File: src/rtl/pll_ctrl.sv
// pll_ctrl: safe divider reconfiguration and lock sequencing
// for the ABPLSSCH PLL, clocked from the PLL reference clock.
module pll_ctrl #(
    parameter int SW_CYC     = 4,
    parameter int STBY_CYC   = 8,
    parameter int LOCK_TMO   = 1024,
    parameter int SETTLE_CYC = 16,
    parameter int RETRY      = 3
) (
    input  logic       clk,
    input  logic       reset_l,
    input  logic       cfg_req,
    input  logic       cfg_m,
    input  logic [3:0] cfg_n,
    input  logic [3:0] cfg_pa,
    input  logic [3:0] cfg_pb,
    input  logic [3:0] cfg_pc,
    input  logic       cfg_pben,
    input  logic       cfg_pcen,
    output logic       cfg_ack,
    output logic       pll_stby,
    output logic       pll_pbstby,
    output logic       pll_pcstby,
    output logic       pll_m,
    output logic [3:0] pll_n,
    output logic [3:0] pll_pa,
    output logic [3:0] pll_pb,
    output logic [3:0] pll_pc,
    input  logic       pll_lock,
    output logic       clk_sel,
    output logic       ready,
    output logic       err,
    output logic       lost_lock,
    output logic [2:0] state
);
    typedef enum logic [2:0] {
        S_OFF  = 3'd0,
        S_BYP  = 3'd1,
        S_STBY = 3'd2,
        S_WAIT = 3'd3,
        S_SETL = 3'd4,
        S_ON   = 3'd5,
        S_ERR  = 3'd6
    } state_t;

    localparam int CMAX = (SW_CYC > STBY_CYC) ? SW_CYC : STBY_CYC;
    localparam int CW   = $clog2(CMAX + 1);
    localparam int TW   = $clog2(LOCK_TMO + 1);
    localparam int STW  = $clog2(SETTLE_CYC + 1);
    localparam int RW   = $clog2(RETRY + 1);

    localparam logic [CW-1:0]  SW_LAST   = CW'(SW_CYC - 1);
    localparam logic [CW-1:0]  STBY_LAST = CW'(STBY_CYC - 1);
    localparam logic [TW-1:0]  TMO_LAST  = TW'(LOCK_TMO - 1);
    localparam logic [STW-1:0] STL_LAST  = STW'(SETTLE_CYC - 1);
    localparam logic [RW-1:0]  RTY_MAX   = RW'(RETRY);

    state_t         cur, nxt;
    logic [CW-1:0]  cnt, cnt_n;
    logic [TW-1:0]  tmo, tmo_n;
    logic [STW-1:0] stl, stl_n;
    logic [RW-1:0]  rty, rty_n;
    logic           host, host_n;
    logic           accept, lock_loss;
    logic           sync1, lock_s;
    logic           sh_m, sh_pben, sh_pcen;
    logic [3:0]     sh_n, sh_pa, sh_pb, sh_pc;
    logic           stby_n, pbstby_n, pcstby_n;
    logic           sel_n, ack_n, err_n, lost_n, load_div;

    assign state = cur;

    // Two-flop synchronizer for the asynchronous PLOCK pin
    always_ff @(posedge clk) begin
        if (!reset_l) begin
            sync1  <= 1'b0;
            lock_s <= 1'b0;
        end else begin
            sync1  <= pll_lock;
            lock_s <= sync1;
        end
    end

    // Next state, counters and next values of the registered outputs
    always_comb begin
        nxt       = cur;
        cnt_n     = cnt;
        tmo_n     = tmo;
        stl_n     = stl;
        rty_n     = rty;
        host_n    = host;
        accept    = 1'b0;
        lock_loss = 1'b0;
        unique case (cur)
            S_OFF, S_ERR: accept = cfg_req;
            S_BYP: begin
                if (cnt == SW_LAST) begin
                    nxt   = S_STBY;
                    cnt_n = '0;
                end else begin
                    cnt_n = cnt + 1'b1;
                end
            end
            S_STBY: begin
                tmo_n = '0;
                if (cnt == STBY_LAST) begin
                    nxt   = S_WAIT;
                    cnt_n = '0;
                end else begin
                    cnt_n = cnt + 1'b1;
                end
            end
            S_WAIT: begin
                if (lock_s) begin
                    // this sampled lock is the first of the settle run
                    nxt   = S_SETL;
                    stl_n = STW'(1);
                end else if (tmo == TMO_LAST) begin
                    tmo_n = '0;
                    if (rty < RTY_MAX) begin
                        rty_n = rty + 1'b1;
                        nxt   = S_STBY;
                    end else begin
                        nxt = S_ERR;
                    end
                end else begin
                    tmo_n = tmo + 1'b1;
                end
            end
            S_SETL: begin
                if (!lock_s) begin
                    nxt   = S_WAIT;
                    stl_n = '0;
                end else if (stl == STL_LAST) begin
                    nxt   = S_ON;
                    stl_n = '0;
                end else begin
                    stl_n = stl + 1'b1;
                end
            end
            S_ON: begin
                lock_loss = ~lock_s;
                accept    = lock_s & cfg_req;
                if (lock_loss) begin
                    nxt    = S_STBY;
                    rty_n  = '0;
                    host_n = 1'b0;
                end
            end
            default: nxt = S_OFF;
        endcase
        if (accept) begin
            nxt    = S_BYP;
            cnt_n  = '0;
            tmo_n  = '0;
            stl_n  = '0;
            rty_n  = '0;
            host_n = 1'b1;
        end

        stby_n   = pll_stby;
        pbstby_n = pll_pbstby;
        pcstby_n = pll_pcstby;
        err_n    = err;
        lost_n   = lost_lock;
        load_div = (nxt == S_STBY);
        sel_n    = (nxt == S_ON);
        ack_n    = ((nxt == S_ON) && (cur == S_SETL) && host)
                || ((nxt == S_ERR) && (cur != S_ERR));
        if ((nxt == S_STBY) || (nxt == S_ERR)) begin
            stby_n   = 1'b1;
            pbstby_n = 1'b1;
            pcstby_n = 1'b1;
        end
        if (nxt == S_WAIT) begin
            stby_n   = 1'b0;
            pbstby_n = ~sh_pben;
            pcstby_n = ~sh_pcen;
        end
        if (nxt == S_ERR) err_n = 1'b1;
        if (lock_loss) lost_n = 1'b1;
        if (accept) begin
            err_n  = 1'b0;
            lost_n = 1'b0;
        end
    end

    // State, counters, shadow registers and registered outputs
    always_ff @(posedge clk) begin
        if (!reset_l) begin
            cur        <= S_OFF;
            cnt        <= '0;
            tmo        <= '0;
            stl        <= '0;
            rty        <= '0;
            host       <= 1'b0;
            sh_m       <= 1'b0;
            sh_n       <= '0;
            sh_pa      <= '0;
            sh_pb      <= '0;
            sh_pc      <= '0;
            sh_pben    <= 1'b0;
            sh_pcen    <= 1'b0;
            cfg_ack    <= 1'b0;
            pll_stby   <= 1'b1;
            pll_pbstby <= 1'b1;
            pll_pcstby <= 1'b1;
            pll_m      <= 1'b0;
            pll_n      <= '0;
            pll_pa     <= '0;
            pll_pb     <= '0;
            pll_pc     <= '0;
            clk_sel    <= 1'b0;
            ready      <= 1'b0;
            err        <= 1'b0;
            lost_lock  <= 1'b0;
        end else begin
            cur        <= nxt;
            cnt        <= cnt_n;
            tmo        <= tmo_n;
            stl        <= stl_n;
            rty        <= rty_n;
            host       <= host_n;
            cfg_ack    <= ack_n;
            pll_stby   <= stby_n;
            pll_pbstby <= pbstby_n;
            pll_pcstby <= pcstby_n;
            clk_sel    <= sel_n;
            ready      <= sel_n;
            err        <= err_n;
            lost_lock  <= lost_n;
            if (accept) begin
                sh_m    <= cfg_m;
                sh_n    <= cfg_n;
                sh_pa   <= cfg_pa;
                sh_pb   <= cfg_pb;
                sh_pc   <= cfg_pc;
                sh_pben <= cfg_pben;
                sh_pcen <= cfg_pcen;
            end
            if (load_div) begin
                pll_m  <= sh_m;
                pll_n  <= sh_n;
                pll_pa <= sh_pa;
                pll_pb <= sh_pb;
                pll_pc <= sh_pc;
            end
        end
    end
endmodule

File: config.mk
export PLATFORM = sky130hd
export DESIGN_NAME = pll_ctrl
export DESIGN_NICKNAME = d
export VERILOG_FILES = /design/src/rtl/pll_ctrl.sv
export SDC_FILE = /design/constraint.sdc
export NUM_CORES = 1
export LEC_CHECK = 0
export CORE_ASPECT_RATIO = 1.4
export CORE_UTILIZATION = 55
export CTS_BUF_LIST = sky130_fd_sc_hd__clkbuf_4
export CTS_CLUSTER_DIAMETER = 200
export DETAILED_ROUTE_END_ITERATION = 12
export PLACE_DENSITY_LB_ADDON = 0.2
export REMOVE_ABC_BUFFERS = 1
export SYNTH_ARGS = -nofsm -noshare
export SYNTH_HDL_FRONTEND = slang
export SYNTH_SLANG_ARGS = --single-unit
export TNS_END_PERCENT = 100
File: constraint.sdc
create_clock -name clk -period 3 [get_ports clk]
set_input_delay 0.9 -clock clk [delete_from_list [all_inputs] [get_ports clk]]
set_output_delay 0.9 -clock clk [all_outputs]
set_load 0.05 [all_outputs]
==> impl_metrics.json, run 1 <==
{
  "cpMaxStageDelayCell": "clkdlybuf4s50_1",
  "viasPerCell": 5.512,
  "fmax_mhz": 343.8,
  "htree_levels": 3,
  "worst_pin_slew_ps": 806.4,
  "final_area_um2": 3901,
  "clock_latency_ps": 410,
  "yosys.area.top_type": "dfxtp_1",
  "crit_chain": "clkdlybuf4s50_1",
  "cts_buffers": 9,
  "pre_cts_ws_ps": 124.0,
  "synth-seq-area-share_pct": 45.01,
  "syn-cell-area_um2": 3158,
  "synthFlopType": "dfxtp_1",
  "placed_cell_area_um2": 3694,
  "dp_hpwl_um": 4548,
  "combPwrFrac_pct": 6.8,
  "synthTopCellsByArea": "dfxtp_1 45%, mux2i_1 12%, nor2_1 6.2%, nand2_1 5.8%, a21oi_1 2.4%",
  "drc": 0,
  "status": "completed",
  "grt_pass1_wl_um": 11600,
  "p_leak_nw": 1.446,
  "pwr-share-clk_pct": 43.5,
  "drt-initial-drc-count": 146,
  "crit_end": "state[0]",
  "p_switching_mw": 0.4228,
  "finalCritPeriodShare_pct": 96.95,
  "relSlewSlack_pct": 46.11,
  "final-instance-count-excl-fill": 475,
  "start_kind": "register",
  "drive_above_1_share_pct": 7.617,
  "p_sw_share_pct": 21.52,
  "r2r-start": "state[0]",
  "grt_pass1_vias": 2669,
  "arrival_ps": 2010,
  "wire_per_inst_um": 14.43,
  "netlist_instances": 354,
  "cts_root_buffer": "clkbuf_4",
  "maxCapViolCount": 0,
  "hold_ws_ps": 444.1,
  "ys_seq_elements": 71,
  "grt_overflow": 0,
  "critPathBufInv": 1,
  "yosys_warnings": 0,
  "io_buffer_count": 50,
  "seqPwrFrac_pct": 49.7,
  "cp-end-kind": "output pin",
  "initial_core_util_pct": 57.16,
  "synth_edf_count": 0,
  "holdPathStages": 1,
  "grt_setup_unrepaired": "false",
  "coreArea_um2": 5525,
  "grt_start_max_net_pins": 40,
  "ant_nets": 0,
  "n_antenna_cell": 0,
  "dp_cells": 459,
  "nNetsFinal": 429,
  "crit_cells": 1,
  "slew_violations": 0,
  "finalWirelength_um": 6853,
  "tritoncts": "built",
  "netlist_top_cells_count": "71 x dfxtp_1, 52 x nor2_1, 49 x nand2_1",
  "clk_pin_slew_ps": 120,
  "cts.sinks": 71,
  "yosys.cell_types.count": 52,
  "die_area_um2": 6053,
  "hold_buffers": 0,
  "antenna_found_initial": 0,
  "pin_count": 51,
  "internal_power_mw": 1.542,
  "peakVddDrop_uv": 334.0,
  "cpLargestDelayFamily": "buffers and inverters",
  "r2r_slack_ps": 560,
  "cp-startpoint": "state[0]",
  "hold_path_class": "reg2reg",
  "fillers": 439,
  "yosysMostFrequentCell": "dfxtp_1",
  "cts_setup_buffers": 0,
  "critPathRequiredTime_ps": 2100,
  "syn_to_final_growth_pct": 23.53,
  "fin_worst_skew_ps": 10.66,
  "critical_path_class": "reg2out",
  "hold_viol_final": 0,
  "place.gp.congestion": 0.8248,
  "num_vias": 2618,
  "ff2ff_path_depth": 5,
  "syn_area_per_cell_um2": 8.921,
  "crit-reg2reg-capture": "tmo[2]",
  "fin_crit_ps": 2909,
  "fp-row-count": 32,
  "setup_slack_ps": 91.40,
  "fp.dieH_um": 91.66,
  "slowest_delay_ps": 910,
  "track_usage_pct": 24.87,
  "die_x_um": 66.04,
  "dr.pass1.iters": 5,
  "pwr_density_cell_nw_per_um2": 503.7,
  "netlist.area_leader.share_pct": 45.01,
  "setup_violations": 0,
  "cts.path.max_buffers": 2,
  "async_reset_ff_share_pct": 0,
  "cts_resized": 0,
  "cp_max_fo": 18
}
-- layer usage --
layer	global-route usage, %	wire length [um]
met5	0	0
met3	5.473	375
met1	27.98	2869
met4	14.18	143
met2	42.09	3465
-- area by class of cell --
type                       instances  area, um2  share of cell area, %
tap                               68      85.08                  2.181
sequential                        71       1421                  36.43
clock inverter                     6      132.6                  3.400
clock buffer                      10      75.07                  1.924
multi-input combinational        255       1584                  40.60
inverter                           6      22.52                 0.5773
timing repair buffer              59      580.6                  14.88
-- cell usage in the layout, fill, tap and decap left out, types with 2 or more instances in the layout --
| cell type | instances |
|---|---|
| dfxtp_1 | 71 |
| nor2_1 | 52 |
| clkdlybuf4s50_1 | 50 |
| nand2_1 | 49 |
| mux2i_1 | 38 |
| a21oi_1 | 15 |
| o21ai_0 | 14 |
| nand3_1 | 13 |
| clkbuf_4 | 10 |
| buf_4 | 8 |
| nor2b_1 | 7 |
| inv_1 | 6 |
| xnor2_1 | 6 |
| nand4_1 | 6 |
| xor2_1 | 5 |
| a31oi_1 | 4 |
| ha_1 | 4 |
| bufinv_16 | 4 |
| nand3b_1 | 3 |
| or3_1 | 3 |
| nand2b_1 | 2 |
| a211oi_1 | 2 |
| or3b_1 | 2 |
| nor3_1 | 2 |
| nand4b_1 | 2 |
| and2_1 | 2 |
-- power groups by stage --
stage,Sequential [mW],Clock [mW],Combinational (mW)
floorplan,1.00,0,0.0667
global placement,0.997,0,0.130
detailed placement,0.998,0,0.133
CTS,0.977,0.868,0.134
global route,0.980,0.906,0.147
finish,0.977,0.854,0.134
-- registers in the layout (all words and copies together) (netlist names), 2 cells and up --
register / count
state: 3
rty: 2
sh_pb: 4
pll_pb: 4
sh_pc: 4
sh_n: 4
sh_pa: 4
tmo: 11
pll_pa: 4
pll_pc: 4
cnt: 4
stl: 5
pll_n: 4
-- how the worst min path moves through the flow --
stage | startpoint | end | slack, ps
2_1_floorplan | sync1 | lock_s | 410
3_3_place_gp | sync1 | lock_s | 420
3_5_place_dp | sync1 | lock_s | 440
4_1_cts | sync1 | lock_s | 450
5_1_grt | sync1 | lock_s | 470
6_report | sync1 | lock_s | 440
-- through the flow --
step                setup TNS, ps  utilization, %  total power, mW
finish                          0           70.61            1.965
floorplan                   -1036               -            1.066
global route                    0           70.61            2.033
CTS                             0           70.61            1.979
detailed placement              0           66.85            1.131
global placement                0           66.85            1.127
-- kinds of logic (layout without fill, tap and decap cells) --
family / Yosys count / in the layout / share of synthesized area (%)
and+or+nand+nor: 153 / 153 / 23.10
AOI/OAI and AO/OA: 48 / 48 / 10.02
xor gates and xnor gates: 11 / 11 / 3.051
buffers and inverters: 28 / 81 / 4.833
adders and majority gates: 4 / 4 / 1.585
DFF: 71 / 71 / 45.01
muxes: 39 / 39 / 12.40
Power figures use the tool's default switching activity.
==> run 2, diff against run 1 <==
--- a/config.mk
+++ b/config.mk
@@ -5,6 +5,7 @@
 export SDC_FILE = /design/constraint.sdc
 export NUM_CORES = 1
 export LEC_CHECK = 0
+export CAP_MARGIN = 20
 export CORE_ASPECT_RATIO = 1.4
 export CORE_UTILIZATION = 55
 export CTS_BUF_LIST = sky130_fd_sc_hd__clkbuf_4
==> results of run 2 <==
Final layout, timing and power as in run 1 (identical DEF).
==> run 3, diff against run 2 <==
--- a/config.mk
+++ b/config.mk
@@ -11,6 +11,7 @@
 export CTS_BUF_LIST = sky130_fd_sc_hd__clkbuf_4
 export CTS_CLUSTER_DIAMETER = 200
 export DETAILED_ROUTE_END_ITERATION = 12
+export HOLD_SLACK_MARGIN = 0.06
 export PLACE_DENSITY_LB_ADDON = 0.2
 export REMOVE_ABC_BUFFERS = 1
 export SYNTH_ARGS = -nofsm -noshare
==> results of run 3 <==
Final layout, timing and power as in run 1 (identical DEF).
